File: src/rtl/echo_delay_scheduler_if.sv
// Frame input, mixer output and delay-memory bus of the echo delay scheduler.
// master = surrounding system, slave = scheduler.
interface echo_delay_scheduler_if #(
  parameter int DATA_WIDTH = 32,
  parameter int ADDR_WIDTH = 14
);
  logic                  i_valid;
  logic                  i_ready;
  logic [DATA_WIDTH-1:0] i_left;
  logic [DATA_WIDTH-1:0] i_right;
  logic [ADDR_WIDTH-2:0] i_delay;
  logic                  o_valid;
  logic                  o_ready;
  logic [DATA_WIDTH-1:0] o_dry_left;
  logic [DATA_WIDTH-1:0] o_dry_right;
  logic [DATA_WIDTH-1:0] o_wet_left;
  logic [DATA_WIDTH-1:0] o_wet_right;
  logic                  mem_req;
  logic                  mem_we;
  logic [ADDR_WIDTH-1:0] mem_addr;
  logic [DATA_WIDTH-1:0] mem_wdata;
  logic [DATA_WIDTH-1:0] mem_rdata;
  logic                  mem_ack;

  modport master (
    output i_valid, i_left, i_right, i_delay,
    input  i_ready,
    input  o_valid, o_dry_left, o_dry_right,
    input  o_wet_left, o_wet_right,
    output o_ready,
    input  mem_req, mem_we, mem_addr, mem_wdata,
    output mem_rdata, mem_ack
  );

  modport slave (
    input  i_valid, i_left, i_right, i_delay,
    output i_ready,
    output o_valid, o_dry_left, o_dry_right,
    output o_wet_left, o_wet_right,
    input  o_ready,
    output mem_req, mem_we, mem_addr, mem_wdata,
    input  mem_rdata, mem_ack
  );
endinterface

File: src/rtl/echo_delay_scheduler.sv
// Echo delay scheduler: one stereo frame at a time, reads the delayed
// pair, writes the new pair, then hands dry/wet pairs to the mixer.
module echo_delay_scheduler #(
  parameter int DATA_WIDTH = 32,
  parameter int ADDR_WIDTH = 14
) (
  input logic clk,
  input logic reset,
  echo_delay_scheduler_if.slave bus
);
  localparam int FW = ADDR_WIDTH - 1;
  localparam logic [FW-1:0] ONE = 1;
  localparam logic [FW-1:0] FULL = '1;

  localparam logic [2:0] IDLE = 3'd0;
  localparam logic [2:0] RD_L = 3'd1;
  localparam logic [2:0] RD_R = 3'd2;
  localparam logic [2:0] WR_L = 3'd3;
  localparam logic [2:0] WR_R = 3'd4;
  localparam logic [2:0] OUT  = 3'd5;

  logic [2:0]            state;
  logic [FW-1:0]         wp;
  logic [FW-1:0]         fill;
  logic [FW-1:0]         d;
  logic [FW-1:0]         rp;
  logic                  wet_ok;
  logic [DATA_WIDTH-1:0] dry_l;
  logic [DATA_WIDTH-1:0] dry_r;
  logic [DATA_WIDTH-1:0] wet_l;
  logic [DATA_WIDTH-1:0] wet_r;
  logic                  accept;
  logic                  xfer;
  logic [DATA_WIDTH-1:0] rd_val;

  assign rp = wp - d;
  assign bus.i_ready = (state == IDLE) & ~reset;
  assign accept = bus.i_valid & bus.i_ready;
  assign bus.mem_req = (state == RD_L) | (state == RD_R) |
                       (state == WR_L) | (state == WR_R);
  assign xfer = bus.mem_req & bus.mem_ack;
  assign rd_val = wet_ok ? bus.mem_rdata : '0;

  assign bus.o_valid     = (state == OUT);
  assign bus.o_dry_left  = dry_l;
  assign bus.o_dry_right = dry_r;
  assign bus.o_wet_left  = wet_l;
  assign bus.o_wet_right = wet_r;

  // Memory command decoded from state; held constant while stalled.
  always_comb begin
    bus.mem_we    = 1'b0;
    bus.mem_addr  = '0;
    bus.mem_wdata = '0;
    unique case (1'b1)
      (state == RD_L): bus.mem_addr = {rp, 1'b0};
      (state == RD_R): bus.mem_addr = {rp, 1'b1};
      (state == WR_L): begin
        bus.mem_we    = 1'b1;
        bus.mem_addr  = {wp, 1'b0};
        bus.mem_wdata = dry_l;
      end
      (state == WR_R): begin
        bus.mem_we    = 1'b1;
        bus.mem_addr  = {wp, 1'b1};
        bus.mem_wdata = dry_r;
      end
      default: ;
    endcase
  end

  // Frame sequencer, pointers and latched frame data.
  always_ff @(posedge clk or posedge reset) begin
    if (reset) begin
      state  <= IDLE;
      wp     <= '0;
      fill   <= '0;
      d      <= '0;
      wet_ok <= 1'b0;
      dry_l  <= '0;
      dry_r  <= '0;
      wet_l  <= '0;
      wet_r  <= '0;
    end else begin
      case (state)
        IDLE: if (accept) begin
          dry_l  <= bus.i_left;
          dry_r  <= bus.i_right;
          d      <= bus.i_delay;
          wet_ok <= fill >= bus.i_delay;
          if (bus.i_delay == '0) begin
            wet_l <= bus.i_left;
            wet_r <= bus.i_right;
            state <= WR_L;
          end else begin
            state <= RD_L;
          end
        end
        RD_L: if (xfer) begin
          wet_l <= rd_val;
          state <= RD_R;
        end
        RD_R: if (xfer) begin
          wet_r <= rd_val;
          state <= WR_L;
        end
        WR_L: if (xfer) state <= WR_R;
        WR_R: if (xfer) begin
          wp    <= wp + ONE;
          if (fill != FULL) fill <= fill + ONE;
          state <= OUT;
        end
        OUT: if (bus.o_ready) state <= IDLE;
        default: state <= IDLE;
      endcase
    end
  end
endmodule

File: src/flat_wrapper.sv
// flat-port wrapper written by rule: the top's interface ports become plain ports
module echo_delay_scheduler_flat 
#(
  parameter int DATA_WIDTH = 32,
  parameter int ADDR_WIDTH = 14
)
  (clk, reset, bus_i_valid, bus_i_left, bus_i_right, bus_i_delay, bus_i_ready, bus_o_valid, bus_o_dry_left, bus_o_dry_right, bus_o_wet_left, bus_o_wet_right, bus_o_ready, bus_mem_req, bus_mem_we, bus_mem_addr, bus_mem_wdata, bus_mem_rdata, bus_mem_ack);
  echo_delay_scheduler_if #(.DATA_WIDTH(DATA_WIDTH), .ADDR_WIDTH(ADDR_WIDTH)) bus_i ();
  input logic clk;
  input logic reset;
  input wire logic [$bits(bus_i.i_valid)-1:0] bus_i_valid;
  input wire logic [$bits(bus_i.i_left)-1:0] bus_i_left;
  input wire logic [$bits(bus_i.i_right)-1:0] bus_i_right;
  input wire logic [$bits(bus_i.i_delay)-1:0] bus_i_delay;
  output wire logic [$bits(bus_i.i_ready)-1:0] bus_i_ready;
  output wire logic [$bits(bus_i.o_valid)-1:0] bus_o_valid;
  output wire logic [$bits(bus_i.o_dry_left)-1:0] bus_o_dry_left;
  output wire logic [$bits(bus_i.o_dry_right)-1:0] bus_o_dry_right;
  output wire logic [$bits(bus_i.o_wet_left)-1:0] bus_o_wet_left;
  output wire logic [$bits(bus_i.o_wet_right)-1:0] bus_o_wet_right;
  input wire logic [$bits(bus_i.o_ready)-1:0] bus_o_ready;
  output wire logic [$bits(bus_i.mem_req)-1:0] bus_mem_req;
  output wire logic [$bits(bus_i.mem_we)-1:0] bus_mem_we;
  output wire logic [$bits(bus_i.mem_addr)-1:0] bus_mem_addr;
  output wire logic [$bits(bus_i.mem_wdata)-1:0] bus_mem_wdata;
  input wire logic [$bits(bus_i.mem_rdata)-1:0] bus_mem_rdata;
  input wire logic [$bits(bus_i.mem_ack)-1:0] bus_mem_ack;
  assign bus_i.i_valid = bus_i_valid;
  assign bus_i.i_left = bus_i_left;
  assign bus_i.i_right = bus_i_right;
  assign bus_i.i_delay = bus_i_delay;
  assign bus_i_ready = bus_i.i_ready;
  assign bus_o_valid = bus_i.o_valid;
  assign bus_o_dry_left = bus_i.o_dry_left;
  assign bus_o_dry_right = bus_i.o_dry_right;
  assign bus_o_wet_left = bus_i.o_wet_left;
  assign bus_o_wet_right = bus_i.o_wet_right;
  assign bus_i.o_ready = bus_o_ready;
  assign bus_mem_req = bus_i.mem_req;
  assign bus_mem_we = bus_i.mem_we;
  assign bus_mem_addr = bus_i.mem_addr;
  assign bus_mem_wdata = bus_i.mem_wdata;
  assign bus_i.mem_rdata = bus_mem_rdata;
  assign bus_i.mem_ack = bus_mem_ack;
  echo_delay_scheduler #(.DATA_WIDTH(DATA_WIDTH), .ADDR_WIDTH(ADDR_WIDTH)) u_core (.clk(clk), .reset(reset), .bus(bus_i));
endmodule
File: config.mk
export PLATFORM = sky130hd
export DESIGN_NAME = echo_delay_scheduler_flat
export DESIGN_NICKNAME = d
export VERILOG_FILES = /design/src/rtl/echo_delay_scheduler_if.sv /design/src/rtl/echo_delay_scheduler.sv /design/src/flat_wrapper.sv
export SDC_FILE = /design/constraint.sdc
export NUM_CORES = 1
export LEC_CHECK = 0
export ABC_AREA = 0
export CORE_UTILIZATION = 42
export DETAILED_ROUTE_END_ITERATION = 10
export PLACE_DENSITY_LB_ADDON = 0.3
export RECOVER_POWER = 50
export SLEW_MARGIN = 20
export SYNTH_ARGS = -nofsm -noshare
export SYNTH_HDL_FRONTEND = slang
export SYNTH_SLANG_ARGS = --single-unit
File: constraint.sdc
create_clock -name clk -period 4.9 [get_ports clk]
set_input_delay 0.735 -clock clk [delete_from_list [all_inputs] [get_ports clk]]
set_output_delay 0.735 -clock clk [all_outputs]
set_load 0.01 [all_outputs]
==> results of run 1 <==
-- kinds of logic after synthesis --
| kind of cell | after synthesis |
|---|---|
| fa+ha+maj | 28 |
| xor+xnor | 29 |
| simple gates | 274 |
| mux | 66 |
| compound gates | 240 |
| flops | 171 |
| buf+inv | 87 |
-- stage by stage --
step                hold slack (ps)  cell area [sq um]  instances
floorplan                       450               8660        895
global placement                460              11800       1412
detailed placement              469              11800       1412
CTS                             485              12400       1444
global route                    500              12300       1444
finish                          473              12300       1444
-- metal layers --
metal  vias up  routed length, um  GRT usage
li1       3649                  -          -
met1      3597              11000      0.312
met2       233              12400      0.420
met3        54               1490     0.0539
met4         0                836      0.107
met5         -                  0          0
-- critical path, delay by kind of cell, from the launching register on --
family	cells	cell delay [ps]
AO/OA/AOI/OAI	4	900
buffers and inverters	2	660
adder cells (fa/ha/maj)	2	590
flip-flops	1	390
AND/OR/NAND/NOR	2	310
-- state kept, by name, summed over array words and instances, names as in the netlist --
name and flops:
u_core.fill 13, u_core.wet_ok 1, u_core.wp 13, u_core.bus.o_dry_right 32
u_core.d 13, u_core.bus.o_dry_left 32, u_core.bus.o_wet_right 32, u_core.bus.o_wet_left 32
u_core.state 3
-- final cells by class --
cell class                      count  area, sq um  share of cell area
Tap cell                          270          338              0.0274
Multi-Input combinational cell    637         4010               0.325
Clock buffer                       18          439              0.0356
Timing Repair Buffer              302         2990               0.242
Clock inverter                     14          175              0.0142
Sequential cell                   171         4280               0.347
Inverter                           32          121             0.00983
-- Yosys cell counts (11+ instances only) --
cell      instances
a21oi_1         108
a22o_1           33
buf_2            19
clkbuf_1         34
dfrtp_1         171
ha_1             27
inv_1            31
mux2_2           65
nand2_1         106
nand3_1          11
nor2_1          112
o21ai_0          64
xnor2_1          17
xor2_1           12
-- how the worst max path moves through the flow --
stage,end,depth (start not counted),startpoint
floorplan,u_core.bus.o_dry_left[0]$_DFFE_PP0P_,1,reset
global placement,bus_mem_addr[13],10,u_core.wp[0]$_DFFE_PP0P_
detailed placement,bus_mem_addr[13],10,u_core.wp[0]$_DFFE_PP0P_
CTS,bus_mem_addr[13],10,u_core.wp[0]$_DFFE_PP0P_
global route,u_core.bus.o_wet_right[29]$_DFFE_PP0P_,3,reset
finish,bus_mem_addr[13],10,u_core.wp[0]$_DFFE_PP0P_
-- where the power goes --
group / internal (mW) / switching, mW
logic: 1.94 / 1.72
clock network: 0.791 / 0.628
registers: 2.02 / 0.473
==> flow_summary.ini, run 1 <==
[sta]
period_minus_slack_ps = 4010
fin_skew_ps = 8.39
tns_ps = 0
worst_slew_pin_slew_ps = 2110
finalHoldViolCount = 0
final-max-slew-violation-count = 194
fin_ws_ps = 894
slew_headroom = -0.405
max_freq_ghz = 0.250
finalSetupViolations = 0
rsz0062_at_grt = no
finalCritPeriodShare = 0.818

[global_route]
grt_pass1_wl_um = 41200
overflow = 0
track_usage = 0.250
grt_max_degree = 70
grt_pass1_vias = 7596
antenna_found_initial = 0

[setup_path]
setup.worst_path.class = reg2out
required_ps = 4160
endpoint_kind = primary output
reg2reg_depth = 6
slowest_stage = clkdlybuf4s50_1
path_cells = inv_1 -> ha_1 -> fa_1 -> nand2b_1 -> a21o_1 -> a211oi_1 -> nor4_1 -> o31ai_1 -> a21bo_2 -> clkdlybuf4s50_1
cp-start-kind = flip-flop
critPathMaxStageDelay_ps = 570
reg2reg_from = u_core.state[2]$_DFFE_PP0P_
path_max_fanout = 4
r2r_setup_slack_ps = 1480
crit_arrival_ps = 3270
r2r-end = u_core.bus.o_wet_left[19]$_DFFE_PP0P_

[logic_synthesis]
synthArstFlopShare = 1.00
ys_seq_elements = 171
avgSynthCellArea_sq_um = 9.67
ys.flop_type = dfrtp_1
syn_nets = 1037
synth.area.mux_share = 0.0863
syn-instance-count = 895
yosysSeqAreaShare = 0.495
netlist_top_cells_area = dfrtp_1, mux2_2, a21oi_1, nor2_1, nand2_1
synth-edff-count = 0
synthSimpleGateAreaFrac = 0.139
ys_warn_count = 0
syn-cell-area_sq_um = 8650
synth_top_area_share = 0.495
synth_top_family_by_area = compound AO/OA/AOI/OAI gates
synth.distinct_cells = 56
synth_adder_area_share = 0.0414
synth_xor_area_frac = 0.0294
synth-compound-area-share = 0.167
synth_top_area_cell = dfrtp_1

[hold_path]
min_to = u_core.bus.o_wet_right[4]$_DFFE_PP0P_
min_from = u_core.bus.o_wet_right[4]$_DFFE_PP0P_
hold_path_class = reg2reg
whs_path_depth = 2

[final_layout]
nFillCells = 1751
n_antenna_cell = 0
layout_common_cells = clkdlybuf4s50_1, dfrtp_1, nor2_1
fin_nets = 1303
mostFrequentLayoutCell = clkdlybuf4s50_1
postLayoutCoreUtil = 0.610
final_layout_size_suffix_gt1_frac = 0.105
syn_to_final_growth_pct = 42.7

[routing]
drtAntennaViolNets = 0
wl_per_cell_um = 17.8
drt_wl_total_um = 25700
first_iter_violations = 380
drt-pass1-iter-count = 4
viasPerCell = 5.22
routed-via-count = 7533
drcViolationCount = 0

[cts]
cts-root-buf = clkbuf_16
cts_setup_buffers = 0
htreeDepth = 4
clkSlewWorstSetupHoldPaths_ps = 70
clockBufferDepth = 2
hold_buffers = 0
clkLatencyLatePin_ps = 430
cts_resized = 0
cts_buffers = 17
cts_tree = built
cts.sinks = 171

[pwr]
total_leakage_power_nw = 5.29
total_power_mw = 7.56
powerDensity_nw_per_um2 = 613
peakVddDrop_uv = 295

[place]
dp_slack_ps = 1400
numPortBuffers = 291
gp_congestion = 0.874
hpwl_um = 18100

[outcome]
run_status = complete, but fails checks
violations = max-capacitance violations, max-slew violations

[floorplanning]
rows = 52
initial_utilization = 0.428
die_area_sq_um = 21200
core_area_sq_um = 20200
die_w_um = 146
fp.dieH_um = 146
pin_count = 292

[flow_run]
cap_violations = 4
Note: power is estimated with default switching activity, not from simulation.
==> run 2, diff against run 1 <==
Clock period 4.9 ns to 3.25 ns, I/O delays scaled along.
==> run 2 against run 1 <==
Net effect: non-clock buffer count increased by 7; cell count increased by 0.48%; core utilization increased by 0.42 points; clock skew about the same; global-route usage increased by 0.26 points; clock power increased by 42%; highest routed layer unchanged; register-to-register slack got worse by 730 ps; the run still ends with max-capacitance violations, max-slew violations left; final area increased by 0.69%.
==> flow_summary.ini, run 2 (same netlist as run 1, synthesis figures left out) <==
[outcome]
run_status = complete, but fails checks
violations = max-capacitance violations, max-slew violations

[cts]
clkLatencyLatePin_ps = 430
cts_tree = built
htreeDepth = 4
clockBufferDepth = 2
cts-root-buf = clkbuf_16
clkSlewWorstSetupHoldPaths_ps = 70
hold_buffers = 0
cts.sinks = 171
cts_buffers = 17

[global_route]
grt_max_degree = 117
overflow = 0
grt_pass1_vias = 7610
track_usage = 0.253
antenna_found_initial = 0
grt_pass1_wl_um = 41900

[pwr]
comb_power_share = 0.492
peakVddDrop_uv = 414
power.internal_mw = 6.99
powerDensity_nw_per_um2 = 909
clkPwrFrac = 0.179
swShare = 0.382
switchingPower_mw = 4.32
pwr-share-seq = 0.329
total_power_mw = 11.3
total_leakage_power_nw = 5.37

[floorplanning]
die_w_um = 146
initial_utilization = 0.428
rows = 52
fp.dieH_um = 146
pin_count = 292
die_area_sq_um = 21200
core_area_sq_um = 20200

[setup_path]
reg2reg_from = u_core.state[2]$_DFFE_PP0P_
path_max_fanout = 5
crit_start = u_core.wp[6]$_DFFE_PP0P_
crit_arrival_ps = 2720
required_ps = 2760
endpoint_kind = primary output
setup.worst_path.class = reg2out
cp-start-kind = flip-flop
r2r_setup_slack_ps = 750

[routing]
wl_per_cell_um = 17.9
routed.top_layer = met4
drtAntennaViolNets = 0
wl_met3_um = 1560
routed-via-count = 7644
wl_met2_um = 12600
viasPerCell = 5.27
drt-pass1-iter-count = 5
first_iter_violations = 448
drt-met1-wl_um = 11400
drcViolationCount = 0
drt_wl_total_um = 26000

[sta]
worst_slew_pin_slew_ps = 1640
finalSetupViolations = 0
finalCritPeriodShare = 0.987
slew_headroom = -0.0947
period_minus_slack_ps = 3210
finalHoldViolCount = 0
rsz0062_at_grt = yes
final-max-slew-violation-count = 117
max_freq_ghz = 0.312
fin_skew_ps = 8.57

[final_layout]
n_antenna_cell = 0
final_layout_size_suffix_gt1_frac = 0.119
layout_common_cells = clkdlybuf4s50_1, dfrtp_1, nor2_1
syn_to_final_growth_pct = 43.7
finalNonFillerCells = 1451
fin_nets = 1310
mostFrequentLayoutCell = clkdlybuf4s50_1

[place]
numPortBuffers = 291
dp_cells = 1417
hpwl_um = 18300
gp_congestion = 0.896

[hold_path]
hold_path_class = reg2reg
min_from = u_core.bus.o_wet_right[21]$_DFFE_PP0P_

[flow_run]
cap_violations = 1
run 2: changes by cell type in the layout (fill, tap and decap cells not counted), moves of 2 or more:
cell	before	now
inv_6	6	4
dlygate4sd2_1	0	6
buf_4	8	14
bufinv_16	2	0
clkinvlp_4	0	2
dlygate4sd3_1	58	84
o21ai_1	0	2
o21ai_0	64	62
clkdlybuf4s50_1	233	200
ha_1	27	24
ha_2	0	2
run 2: timing repair:
item / 4_1_cts / 5_1_grt
endpoints found under the setup margin: 7 / 10
resized for setup: 11 / 9
setup buffers: 1 / 1
pin swaps: 2 / 4
run 2: metrics by stage:
| stage | setup TNS, ps | worst slack (ps) | hold slack, ps | cell area, sq um | util |
|---|---|---|---|---|---|
| final | 0 | 42.6 | 472 | 12400 | 0.614 |
| after global routing | -229 | -122 | 492 | 12400 | 0.614 |
| after CTS | -152 | -152 | 484 | 12400 | 0.614 |
| after detailed placement | 0 | 32.9 | 469 | 11800 | 0.585 |
| after global placement | 0 | 95.1 | 460 | 11800 | 0.585 |
| after floorplan | 0 | 580 | 450 | 8660 | - |
run 2: power groups by stage:
stage	registers [mW]	logic [mW]	clock network (mW)
final	3.72	5.57	2.02
after global routing	3.84	6.03	2.15
after CTS	3.74	5.74	2.06
after detailed placement	3.77	5.72	0
after global placement	3.74	5.65	0
after floorplan	3.96	2.48	0
run 2: critical path: stages (launching register included):
cell,delay [ps]
dfrtp_1,440
ha_1,360
o21a_1,190
o211ai_1,250
a211oi_2,80
o31a_1,320
o31ai_1,240
a21bo_2,180
clkdlybuf4s15_1,230
run 2: final cells by class:
type / count / area, sq um
Clock buffer: 18 / 439
Clock inverter: 14 / 141
Fill cell: 1709 / 7800
Multi-Input combinational cell: 637 / 4060
Timing Repair Buffer: 309 / 3050
Tap cell: 270 / 338
Sequential cell: 171 / 4280
Inverter: 32 / 124
run 2: path summary, 6_finish.rpt:
check,cells after the start,end
worst max-delay path,8,bus_mem_addr[13]
worst min-delay path,2,u_core.bus.o_wet_right[21]$_DFFE_PP0P_
worst max register to register,7,u_core.wp[10]$_DFFE_PP0P_
worst min register to register,2,u_core.bus.o_wet_right[21]$_DFFE_PP0P_
max in group asynchronous,3,u_core.state[1]$_DFFE_PP0P_
min in group asynchronous,3,u_core.wp[10]$_DFFE_PP0P_
run 2: per-layer routing:
layer,up-vias,global-route usage
met4,0,0.0842
met2,280,0.418
li1,3654,-
met3,34,0.0564
met5,-,0
met1,3676,0.328
==> run 3, diff against run 2 <==
Settings changed: CELL_PAD_IN_SITES_DETAIL_PLACEMENT set to 1, CELL_PAD_IN_SITES_GLOBAL_PLACEMENT set to 2, CORE_UTILIZATION 42 to 29.
Clock period 3.25 ns to 4.1 ns, I/O delays scaled along.
==> run 3 against run 2 <==
Net effect: the flow still finishes with violations (max-capacitance violations, max-slew violations); combinational power decreased by 20%; first-iteration DRC count fell by 29%; clock power shrank 19%; core utilization decreased by 18 points; power decreased by 20%; critical endpoint unchanged; largest power group unchanged.
==> flow_summary.ini, run 3 (same netlist as run 1, synthesis figures left out) <==
[cts]
clockBufferDepth = 2
htreeDepth = 4
clkSlewWorstSetupHoldPaths_ps = 80
clkLatencyLatePin_ps = 440
cts_setup_buffers = 0
cts_buffers = 17
cts_tree = built
cts-root-buf = clkbuf_16
cts.sinks = 171

[floorplanning]
initial_utilization = 0.298
core_area_sq_um = 29000
die_w_um = 175
rows = 62
pin_count = 292
die_area_sq_um = 30500
fp.dieH_um = 175

[setup_path]
path_max_fanout = 4
r2r-end = u_core.state[1]$_DFFE_PP0P_
required_ps = 3480
setup.worst_path.class = reg2out
crit_arrival_ps = 3230
reg2reg_depth = 7
reg2reg_from = u_core.state[1]$_DFFE_PP0P_
cp-start-kind = flip-flop
endpoint_kind = primary output
r2r_setup_slack_ps = 1020

[routing]
drt_wl_total_um = 30000
first_iter_violations = 317
viasPerCell = 4.79
drtAntennaViolNets = 0
routed-via-count = 7489
drt-pass1-iter-count = 4
drcViolationCount = 0
wl_per_cell_um = 19.2

[final_layout]
mostFrequentLayoutCell = clkdlybuf4s50_1
final_layout_size_suffix_gt1_frac = 0.106
syn_to_final_growth_pct = 44.5
layout_common_cells = clkdlybuf4s50_1, dfrtp_1, nor2_1
finalNonFillerCells = 1562
fin_nets = 1305

[sta]
max_freq_ghz = 0.260
slew_headroom = -0.0869
finalCritPeriodShare = 0.938
final-max-slew-violation-count = 151
period_minus_slack_ps = 3850
finalHoldViolCount = 0
worst_slew_pin_slew_ps = 1630
rsz0062_at_grt = no
hold_slack_ps = 477
tns_ps = 0
fin_skew_ps = 17.2
finalSetupViolations = 0

[global_route]
grt_pass1_wl_um = 46500
track_usage = 0.199
antenna_found_initial = 1
overflow = 0
grt_max_degree = 67
grt_pass1_vias = 7824

[pwr]
total_power_mw = 9.06
peakVddDrop_uv = 322
powerDensity_nw_per_um2 = 725
total_leakage_power_nw = 5.31

[place]
numPortBuffers = 291
dp_cells = 1528
hpwl_um = 21900
gp_congestion = 0.800

[hold_path]
min_from = u_core.bus.o_wet_right[13]$_DFFE_PP0P_
whs_path_depth = 2
hold_path_class = reg2reg
min_to = u_core.bus.o_wet_right[13]$_DFFE_PP0P_

[outcome]
run_status = complete, but fails checks
violations = max-capacitance violations, max-slew violations

[flow_run]
cap_violations = 3
[run 3: cell types whose count changed in the layout (fill, tap and decap cells not counted), sizes merged, moves of 2 or more]
cell | previous run | this run
dlygate4sd3 | 84 | 75
clkdlybuf4s50 | 200 | 216
buf | 15 | 8
clkbuf | 21 | 23
diode | 0 | 2
dlygate4sd2 | 6 | 0
[run 3: routing by layer]
| metal | vias up | part of all wire | GRT usage |
|---|---|---|---|
| li1 | 3651 | - | - |
| met1 | 3633 | 0.45 | 0.256 |
| met2 | 181 | 0.48 | 0.331 |
| met3 | 24 | 0.056 | 0.0494 |
| met4 | 0 | 0.014 | 0.0565 |
| met5 | - | 0 | 0 |
[run 3: what timing repair did]
| item | 4_1_cts | 5_1_grt |
|---|---|---|
| endpoints found under the setup margin | 0 | 1 |
| hold buffers | 0 | 0 |
| resized for setup | 0 | 1 |
[run 3: cell type report]
type,count,area (sq um)
fillers,3337,16500
flip-flops and latches,171,4280
multi-input cells,637,4010
repair buffers,304,3020
well taps,384,480
clock buffers,18,439
clock inverters,14,145
inverters,32,121
diodes,2,5.00
[run 3: worst max-delay path: stages (launching register included)]
cell	delay (ps)
dfrtp_1	410
inv_1	100
ha_1	230
fa_1	380
nand2b_1	200
a21o_1	220
a211oi_2	250
nor4_1	100
o31ai_1	220
a21bo_2	170
clkdlybuf4s50_1	530
[run 3: power by group]
| group | switching, mW | internal, mW |
|---|---|---|
| registers | 0.571 | 2.41 |
| logic | 2.14 | 2.30 |
| clock network | 0.806 | 0.832 |
[run 3: how the worst max path moves through the flow]
stage,slack (ps),from,end
after floorplan,1300,reset,u_core.bus.o_dry_left[0]$_DFFE_PP0P_
after global placement,730,u_core.wp[0]$_DFFE_PP0P_,bus_mem_addr[13]
after detailed placement,640,u_core.wp[0]$_DFFE_PP0P_,bus_mem_addr[13]
after CTS,140,u_core.wp[0]$_DFFE_PP0P_,bus_mem_addr[13]
after global routing,70,u_core.wp[0]$_DFFE_PP0P_,bus_mem_addr[13]
final,250,u_core.wp[0]$_DFFE_PP0P_,bus_mem_addr[13]
[run 3: through the flow]
stage	util	setup WS, ps	instance area, sq um
after floorplan	-	1300	8660
final	0.431	252	12500
after global placement	0.413	732	12000
after CTS	0.433	143	12600
after detailed placement	0.413	636	12000
after global routing	0.431	72.1	12500
